===== config.mk =====
export PLATFORM = sky130hd
export DESIGN_NAME = cycle_timer_arbiter
export DESIGN_NICKNAME = d
export VERILOG_FILES = /design/src/rtl/cycle_timer_pkg.sv /design/src/rtl/cycle_timer_arbiter_run_counter.sv /design/src/rtl/cycle_timer_arbiter.sv
export SDC_FILE = /design/constraint.sdc
export NUM_CORES = 1
export LEC_CHECK = 0
export CAP_MARGIN = 5
export CORE_ASPECT_RATIO = 0.7
export CORE_MARGIN = 1.5
export CORE_UTILIZATION = 52
export CTS_CLUSTER_SIZE = 40
export DETAILED_ROUTE_END_ITERATION = 8
export PLACE_DENSITY = 0.84
export SKIP_CTS_REPAIR_TIMING = 1
export SLEW_MARGIN = 20
export SYNTH_ARGS = -nofsm -noshare
export SYNTH_HDL_FRONTEND = slang
export SYNTH_HIERARCHICAL = 1
export SYNTH_SLANG_ARGS = --single-unit

===== constraint.sdc =====
create_clock -name clock -period 3.85 [get_ports clock]
set_input_delay 0.9625 -clock clock [delete_from_list [all_inputs] [get_ports clock]]
set_output_delay 0.9625 -clock clock [all_outputs]
set_load 0.02 [all_outputs]

===== src/rtl/cycle_timer_pkg.sv =====
// Shared types, defaults and the round-robin pick helper for cycle_timer_arbiter.
package cycle_timer_pkg;

  localparam int unsigned DefaultNumReq    = 4;
  localparam int unsigned DefaultCountBits = 10;
  // Upper bound on requesters handled by rr_pick.
  localparam int unsigned MaxReq           = 32;

  typedef enum logic [1:0] {
    StIdle,
    StRun,
    StReport
  } state_e;

  // First set bit of req at or after ptr, wrapping within num_req; 0 if none set.
  function automatic int unsigned rr_pick(logic [MaxReq-1:0] req, int unsigned num_req,
                                          int unsigned ptr);
    int unsigned idx;
    int unsigned pick;
    logic        found;
    pick  = 0;
    found = 1'b0;
    for (int unsigned i = 0; i < MaxReq; i++) begin
      if (i < num_req) begin
        idx = ptr + i;
        if (idx >= num_req) idx = idx - num_req;
        if (!found && req[idx]) begin
          found = 1'b1;
          pick  = idx;
        end
      end
    end
    return pick;
  endfunction

endpackage


===== src/rtl/cycle_timer_arbiter_run_counter.sv =====
// Clearable cycle counter with an all-ones flag used for saturation detection.
module run_counter #(
  parameter int unsigned COUNT_BITS = 10
) (
  input  logic                  clock,
  input  logic                  reset,
  input  logic                  clear,
  input  logic                  enable,
  output logic [COUNT_BITS-1:0] count,
  output logic                  at_max
);

  logic [COUNT_BITS-1:0] count_q;

  always_ff @(posedge clock or negedge reset) begin
    if (!reset) begin
      count_q <= '0;
    end else if (clear) begin
      count_q <= '0;
    end else if (enable) begin
      count_q <= count_q + COUNT_BITS'(1);
    end
  end

  assign count  = count_q;
  assign at_max = &count_q;

endmodule


===== src/rtl/cycle_timer_arbiter.sv =====
// Round-robin sharing of one cycle counter among requesters, result on valid/ready.
// Optional saturation timeout enabled by defining CYCLE_TIMER_TIMEOUT_EN.
module cycle_timer_arbiter
  import cycle_timer_pkg::*;
#(
  parameter int unsigned NUM_REQ    = DefaultNumReq,
  parameter int unsigned COUNT_BITS = DefaultCountBits,
  parameter int unsigned ID_BITS    = $clog2(NUM_REQ)
) (
  input  logic                  clock,
  input  logic                  reset,
  input  logic [NUM_REQ-1:0]    req_valid,
  output logic [NUM_REQ-1:0]    req_ready,
  input  logic [NUM_REQ-1:0]    done,
  output logic                  result_valid,
  input  logic                  result_ready,
  output logic [ID_BITS-1:0]    result_id,
  output logic [COUNT_BITS-1:0] result_count,
  output logic                  result_timeout,
  output logic                  busy
);

`ifdef CYCLE_TIMER_TIMEOUT_EN
  localparam bit TimeoutEn = 1'b1;
`else
  localparam bit TimeoutEn = 1'b0;
`endif

  state_e                state_q;
  logic [ID_BITS-1:0]    rr_ptr_q;
  logic [ID_BITS-1:0]    grant_id_q;
  logic [ID_BITS-1:0]    result_id_q;
  logic [COUNT_BITS-1:0] result_count_q;
  logic                  result_timeout_q;

  logic [MaxReq-1:0]     req_ext;
  logic [ID_BITS-1:0]    pick_id;
  logic [ID_BITS-1:0]    next_ptr;
  logic                  grant;
  logic                  done_sel;
  logic                  sat_stop;
  logic [COUNT_BITS-1:0] count;
  logic                  at_max;

  assign req_ext  = MaxReq'(req_valid);
  assign pick_id  = ID_BITS'(rr_pick(req_ext, NUM_REQ, 32'(rr_ptr_q)));
  assign next_ptr = (pick_id == ID_BITS'(NUM_REQ - 1)) ? '0 : pick_id + ID_BITS'(1);
  assign grant    = (state_q == StIdle) && (|req_valid);
  assign done_sel = done[grant_id_q];
  // Done in the saturating cycle takes priority over timeout.
  assign sat_stop = TimeoutEn && at_max && !done_sel;

  assign req_ready = grant ? (NUM_REQ'(1) << pick_id) : '0;

  run_counter #(
    .COUNT_BITS(COUNT_BITS)
  ) u_run_counter (
    .clock (clock),
    .reset (reset),
    .clear (grant),
    .enable((state_q == StRun) && !done_sel),
    .count (count),
    .at_max(at_max)
  );

  always_ff @(posedge clock or negedge reset) begin
    if (!reset) begin
      state_q          <= StIdle;
      rr_ptr_q         <= '0;
      grant_id_q       <= '0;
      result_id_q      <= '0;
      result_count_q   <= '0;
      result_timeout_q <= 1'b0;
    end else begin
      unique case (state_q)
        StIdle: begin
          if (grant) begin
            grant_id_q <= pick_id;
            rr_ptr_q   <= next_ptr;
            state_q    <= StRun;
          end
        end
        StRun: begin
          if (done_sel || sat_stop) begin
            result_id_q      <= grant_id_q;
            result_count_q   <= count;
            result_timeout_q <= sat_stop;
            state_q          <= StReport;
          end
        end
        StReport: begin
          if (result_ready) state_q <= StIdle;
        end
        default: state_q <= StIdle;
      endcase
    end
  end

  assign result_valid   = (state_q == StReport);
  assign busy           = (state_q != StIdle);
  assign result_id      = result_id_q;
  assign result_count   = result_count_q;
  assign result_timeout = result_timeout_q;

endmodule


* After elaboration in Yosys (flattened, before gate mapping)
Cells that the tools add are included.
Storage, ports and cells: register bits after elaboration 28, input port bits 11, word-level logic and storage cells 76
Operators by class: muxes and demuxes 29, reductions and logical operators 16, $add $sub $neg 9, equal/unequal tests 6, $lt $le $gt $ge 9, shift operators 1
Operator list (number):
- $lt 32x6->1 const B | 4
- $mux 32 | 4
- $bmux 1 s5 | 4
- $mux 10 | 2
- $mux 2 | 8
- $sub 3x3->4 const B | 3
- $add 10x1->10 const B | 1
- $ge 3x3->1 const B | 3
- $mux 1 | 8
- $add 2x2->3 const B | 2
- $pmux 2 s3 | 1
- $logic_and 1x1->1 | 5
- $eq 2x2->1 const B | 2
- $logic_not 1->1 | 4
- $mux 4 | 1
- $ne 2x2->1 const B | 2
- $reduce_and 2->1 | 2
- $reduce_bool 2->1 | 2
- $reduce_or 4->1 | 1
- $shl 1x2->4 const A | 1
- $sub 2x3->4 const B | 1
- $add 2x1->3 const B | 1
- $ge 2x3->1 const B | 1
- $lt 2x3->1 const B | 1
- 6 further kinds | 6

* Depth between registers and ports, before layout
Gate-level depths: netlist of the first run.
depth in word-level cells 16, depth in mapped cells 14, mapped depth without buffers 12

* Hierarchy
The synthesis of the first run kept the hierarchy.
Modules (own cells, without submodules):
- cycle_timer_arbiter | area an instance 1162.4 µm², cells an instance 104, instances 1
- run_counter | area an instance 504.2 µm², cells an instance 49, instances 1

* Worst setup path before layout of the first run
OpenSTA, ideal clock, no wires.
kind reg-to-output, start point reg rr_ptr_q[0], end point out req_ready[0], path buffers 2, required time 2.888 ns, slack 0.390 ns, stages on the path, launching flop included 12, data arrival time 2.498 ns, cells stage by stage dfrtp_1 > buf_4 > buf_6 > inv_1 > ha_1 > mux4_2 > o211a_1 > nand3_2 > nand2_2 > o21ai_0 > ha_1 > and2_1
On the way: word-level cells in the longest chain between the ends 16, elaborated cells between the ends (all ways) 38, classes of those cells add/sub (7); order compare (4); shift (1); mux (20); reduce/logical (6)
Ends and longest elaborated chain:
- from (decl) | RTL line cycle_timer_arbiter.sv:30 | logic [ID_BITS-1:0] rr_ptr_q;
- from (signal assigned) | RTL line cycle_timer_arbiter.sv:79 | rr_ptr_q <= next_ptr;
- parallel branches: the longest is 13 deep, another holds $sub 3x3->4
- $mux 2 (*) | RTL line cycle_timer_pkg.sv:27 | if (!found && req[idx]) begin
- $shl 1x2->4 (*) | RTL line cycle_timer_arbiter.sv:53 | assign req_ready = grant ? (NUM_REQ'(1) << pick_id) : '0;
- $mux 4 (*) | RTL line cycle_timer_arbiter.sv:53
- to (decl) | RTL line cycle_timer_arbiter.sv:13 | output logic [NUM_REQ-1:0] req_ready,
Every way passes the cells marked *. The select of a mux whose other input is x is not followed.

* Final worst setup path of the first run
start point reg rr_ptr_q[0], end point out req_ready[3]
On the way: word-level cells in the longest chain between the ends 16, elaborated cells between the ends (all ways) 38, classes of those cells add/sub (7); order compare (4); shift (1); mux (20); reduce/logical (6)
Ends and longest elaborated chain:
- parallel branches: the longest is 13 deep, another holds $sub 3x3->4
- $mux 2 (*) | RTL line cycle_timer_pkg.sv:27
- net pick_id[0] | RTL line cycle_timer_arbiter.sv:37 | logic [ID_BITS-1:0] pick_id;
- $shl 1x2->4 (*) | RTL line cycle_timer_arbiter.sv:53
- $mux 4 (*) | RTL line cycle_timer_arbiter.sv:53
Mark *: on every way through the listed nets, which the timed path passes. The select of a mux whose other input is x is not followed.

==> flow_summary.json, run 1 <==
{
  "period_share": 0.976,
  "die_h_um": 50.2,
  "crit_top_cell": "ha_1",
  "combPwrFrac": 0.623,
  "p_int_mw": 0.895,
  "cts_buffers": 3,
  "nFillCells": 207,
  "syn_to_final_growth_pct": 29.7,
  "fmaxAchievable_mhz": 266,
  "crit_slowest_cell": "mux4_2",
  "layout-drive-gt1-share": 0.278,
  "rr_endpoint": "rr_ptr_q[0]",
  "crit_buf_inv": 2,
  "clk_path_buf_depth": 2,
  "globalplace.congestion": 0.866,
  "finalSetupViolCount": 0,
  "drv_slew": 0,
  "via_per_inst": 6.00,
  "max_stage_delay_ns": 0.56,
  "whs_endpoint": "result_count[9]",
  "r2r_cells": 13,
  "synth_fp_nets": 171,
  "drt_iter0_drc": 114,
  "clock_sinks": 28,
  "drc_errors": 0,
  "chipWidth_um": 70.5,
  "cts_tree": "done",
  "power.share.switching": 0.422,
  "worstMarginPinSlew_ns": 0.664,
  "cp-end-kind": "output pin",
  "grt_pass1_vias": 1348,
  "dp_hpwl_um": 2850,
  "seq_power_share": 0.259,
  "startpoint_type": "flip-flop",
  "num_antenna_cells": 0,
  "vias": 1380,
  "clock_skew_ns": 0.00674,
  "antenna_found_initial": 0,
  "rows": 16,
  "drv_cap": 0,
  "report.power.total_mw": 1.55,
  "final_area_um2": 2150,
  "htree_levels": 1,
  "critPathKind": "flip-flop to output pin",
  "grt_pass1_wl_um": 6490,
  "drt_wl_total_um": 4100,
  "cp_data_arrival_time_ns": 2.79,
  "clkLatencyLatePin_ns": 0.27,
  "outcome": "complete, no violations",
  "syn_avg_cell_area_um2": 11.0,
  "irDropWorstVdd_v": 0.000512,
  "path_cells": "inv_1 > ha_1 > mux4_2 > o211a_1 > nand3_2 > nand2_2 > o21a_1 > ha_1 > and2_1 > clkbuf_2",
  "netlist_area_um2": 1660,
  "seq_area_um2": 701,
  "clock-root-buffer": "clkbuf_8",
  "period_needed_ns": 3.76,
  "clkPwrFrac": 0.118,
  "p_per_area_nw_per_um2": 721,
  "worst-path-max-fanout": 6,
  "grt_max_degree": 29,
  "required_ns": 2.89,
  "hold_depth": 1,
  "yosys_warnings": 6,
  "wl_per_cell_um": 17.8,
  "initial_core_util": 0.571,
  "grt_use_total": 0.235,
  "die_area_um2": 3540,
  "cpLargestDelayFamily": "adder cells",
  "max_slew_margin": 0.556,
  "post_dp_cell_area_um2": 2070,
  "r2r-start": "rr_ptr_q[0]",
  "hold_viol_final": 0,
  "detail-route-antenna-nets": 0,
  "core_um2": 2900,
  "nets": 215,
  "clk_pin_slew_ns": 0.10,
  "multi_input_area_um2": 908,
  "p_leak_nw": 1.04,
  "r2r_slack_ns": 0.99,
  "io_buffers": 28,
  "utilization": 0.740,
  "ios": 30,
  "holdCritPathClass": "flip-flop to flip-flop",
  "drtPass1Iterations": 4,
  "power_switching_mw": 0.654,
  "syn_inst": 151,
  "hp-start": "result_count[9]",
  "gr-total-overflow": 0
}
per-stage QoR:
stage	setup TNS (ns)	cells	hold slack [ns]	setup WS, ns
global placement	-1.56	226	0.486	-0.416
floorplan	0	151	0.495	0.390
CTS	-1.98	230	0.520	-0.511
detailed placement	-1.97	226	0.498	-0.510
finish	0	230	0.516	0.0931
global route	-0.0154	230	0.543	-0.0138
worst register-to-register path, cell delays in order (launching register included):
cell	delay (ns)
dfrtp_1	0.37
inv_1	0.09
ha_1	0.46
mux4_2	0.56
o211a_1	0.16
nand3_2	0.12
nand2_2	0.08
o21a_1	0.20
ha_1	0.20
buf_4	0.14
nor2_1	0.13
a22o_1	0.16
a21oi_1	0.05
o41ai_2	0.05
flip-flops by register name (all words and copies together), names as in the netlist:
| signal | flops |
|---|---|
| state_q | 2 |
| rr_ptr_q | 2 |
| result_id | 2 |
| grant_id_q | 2 |
| result_count | 10 |
| u_run_counter/count | 10 |
routing by layer:
metal | routed length (um) | part of all wire | vias to the layer above | global-route usage
li1 | - | - | 620 | -
met1 | 1720 | 0.42 | 685 | 0.290
met2 | 2030 | 0.50 | 63 | 0.439
met3 | 248 | 0.060 | 12 | 0.0502
met4 | 101 | 0.025 | 0 | 0.0288
met5 | 0 | 0 | - | 0
how the worst max path moves through the flow:
stage                            start            to  slack [ns]  cells past startpoint
after floorplan            rr_ptr_q[0]  req_ready[0]        0.39                     11
after global placement    req_valid[2]  req_ready[0]       -0.42                      9
after detailed placement  req_valid[2]  req_ready[2]       -0.51                      9
after CTS                 req_valid[2]  req_ready[2]       -0.51                      9
after global routing       rr_ptr_q[0]  req_ready[3]       -0.01                     10
final                      rr_ptr_q[0]  req_ready[3]        0.09                     10
placed cells by master (no fill, tap or decap), drive strengths merged, types with 2 or more instances in the layout:
cell type	count
inv	7
nor2	10
mux4	2
ha	9
nand3	3
dlymetal6s2s	5
or4	2
a21o	2
dfrtp	28
buf	18
nand2	8
mux2	13
nand4	2
or3	5
o21a	2
and2	4
or2	2
clkdlybuf4s50	20
clkbuf	7
xor2	3
nor3b	2
a21oi	9
mux2i	6
o21ai	9
o31ai	2
cell type report:
type / count / area share
Multi-Input combinational cell: 109 / 0.423
Sequential cell: 28 / 0.326
Timing Repair Buffer: 46 / 0.192
Clock buffer: 4 / 0.0256
Tap cell: 36 / 0.0210
Inverter: 7 / 0.0122
power groups by stage:
stage	clock network (mW)	logic, mW	registers, mW
2_1_floorplan	0	0.588	0.423
3_3_place_gp	0	0.876	0.401
3_5_place_dp	0	0.921	0.407
4_1_cts	0.183	0.925	0.401
5_1_grt	0.193	1.04	0.409
6_report	0.183	0.965	0.401
No activity file was read; power rests on OpenSTA's default activity.
==> run 2, diff against run 1 <==
--- a/config.mk
+++ b/config.mk
@@ -9,7 +9,7 @@
 export CORE_ASPECT_RATIO = 0.7
 export CORE_MARGIN = 1.5
 export CORE_UTILIZATION = 52
-export CTS_CLUSTER_SIZE = 40
+export CTS_CLUSTER_SIZE = 28
 export DETAILED_ROUTE_END_ITERATION = 8
 export PLACE_DENSITY = 0.84
 export SKIP_CTS_REPAIR_TIMING = 1
==> results of run 2 <==
No change in the layout: final DEF, timing and power equal those of run 1.
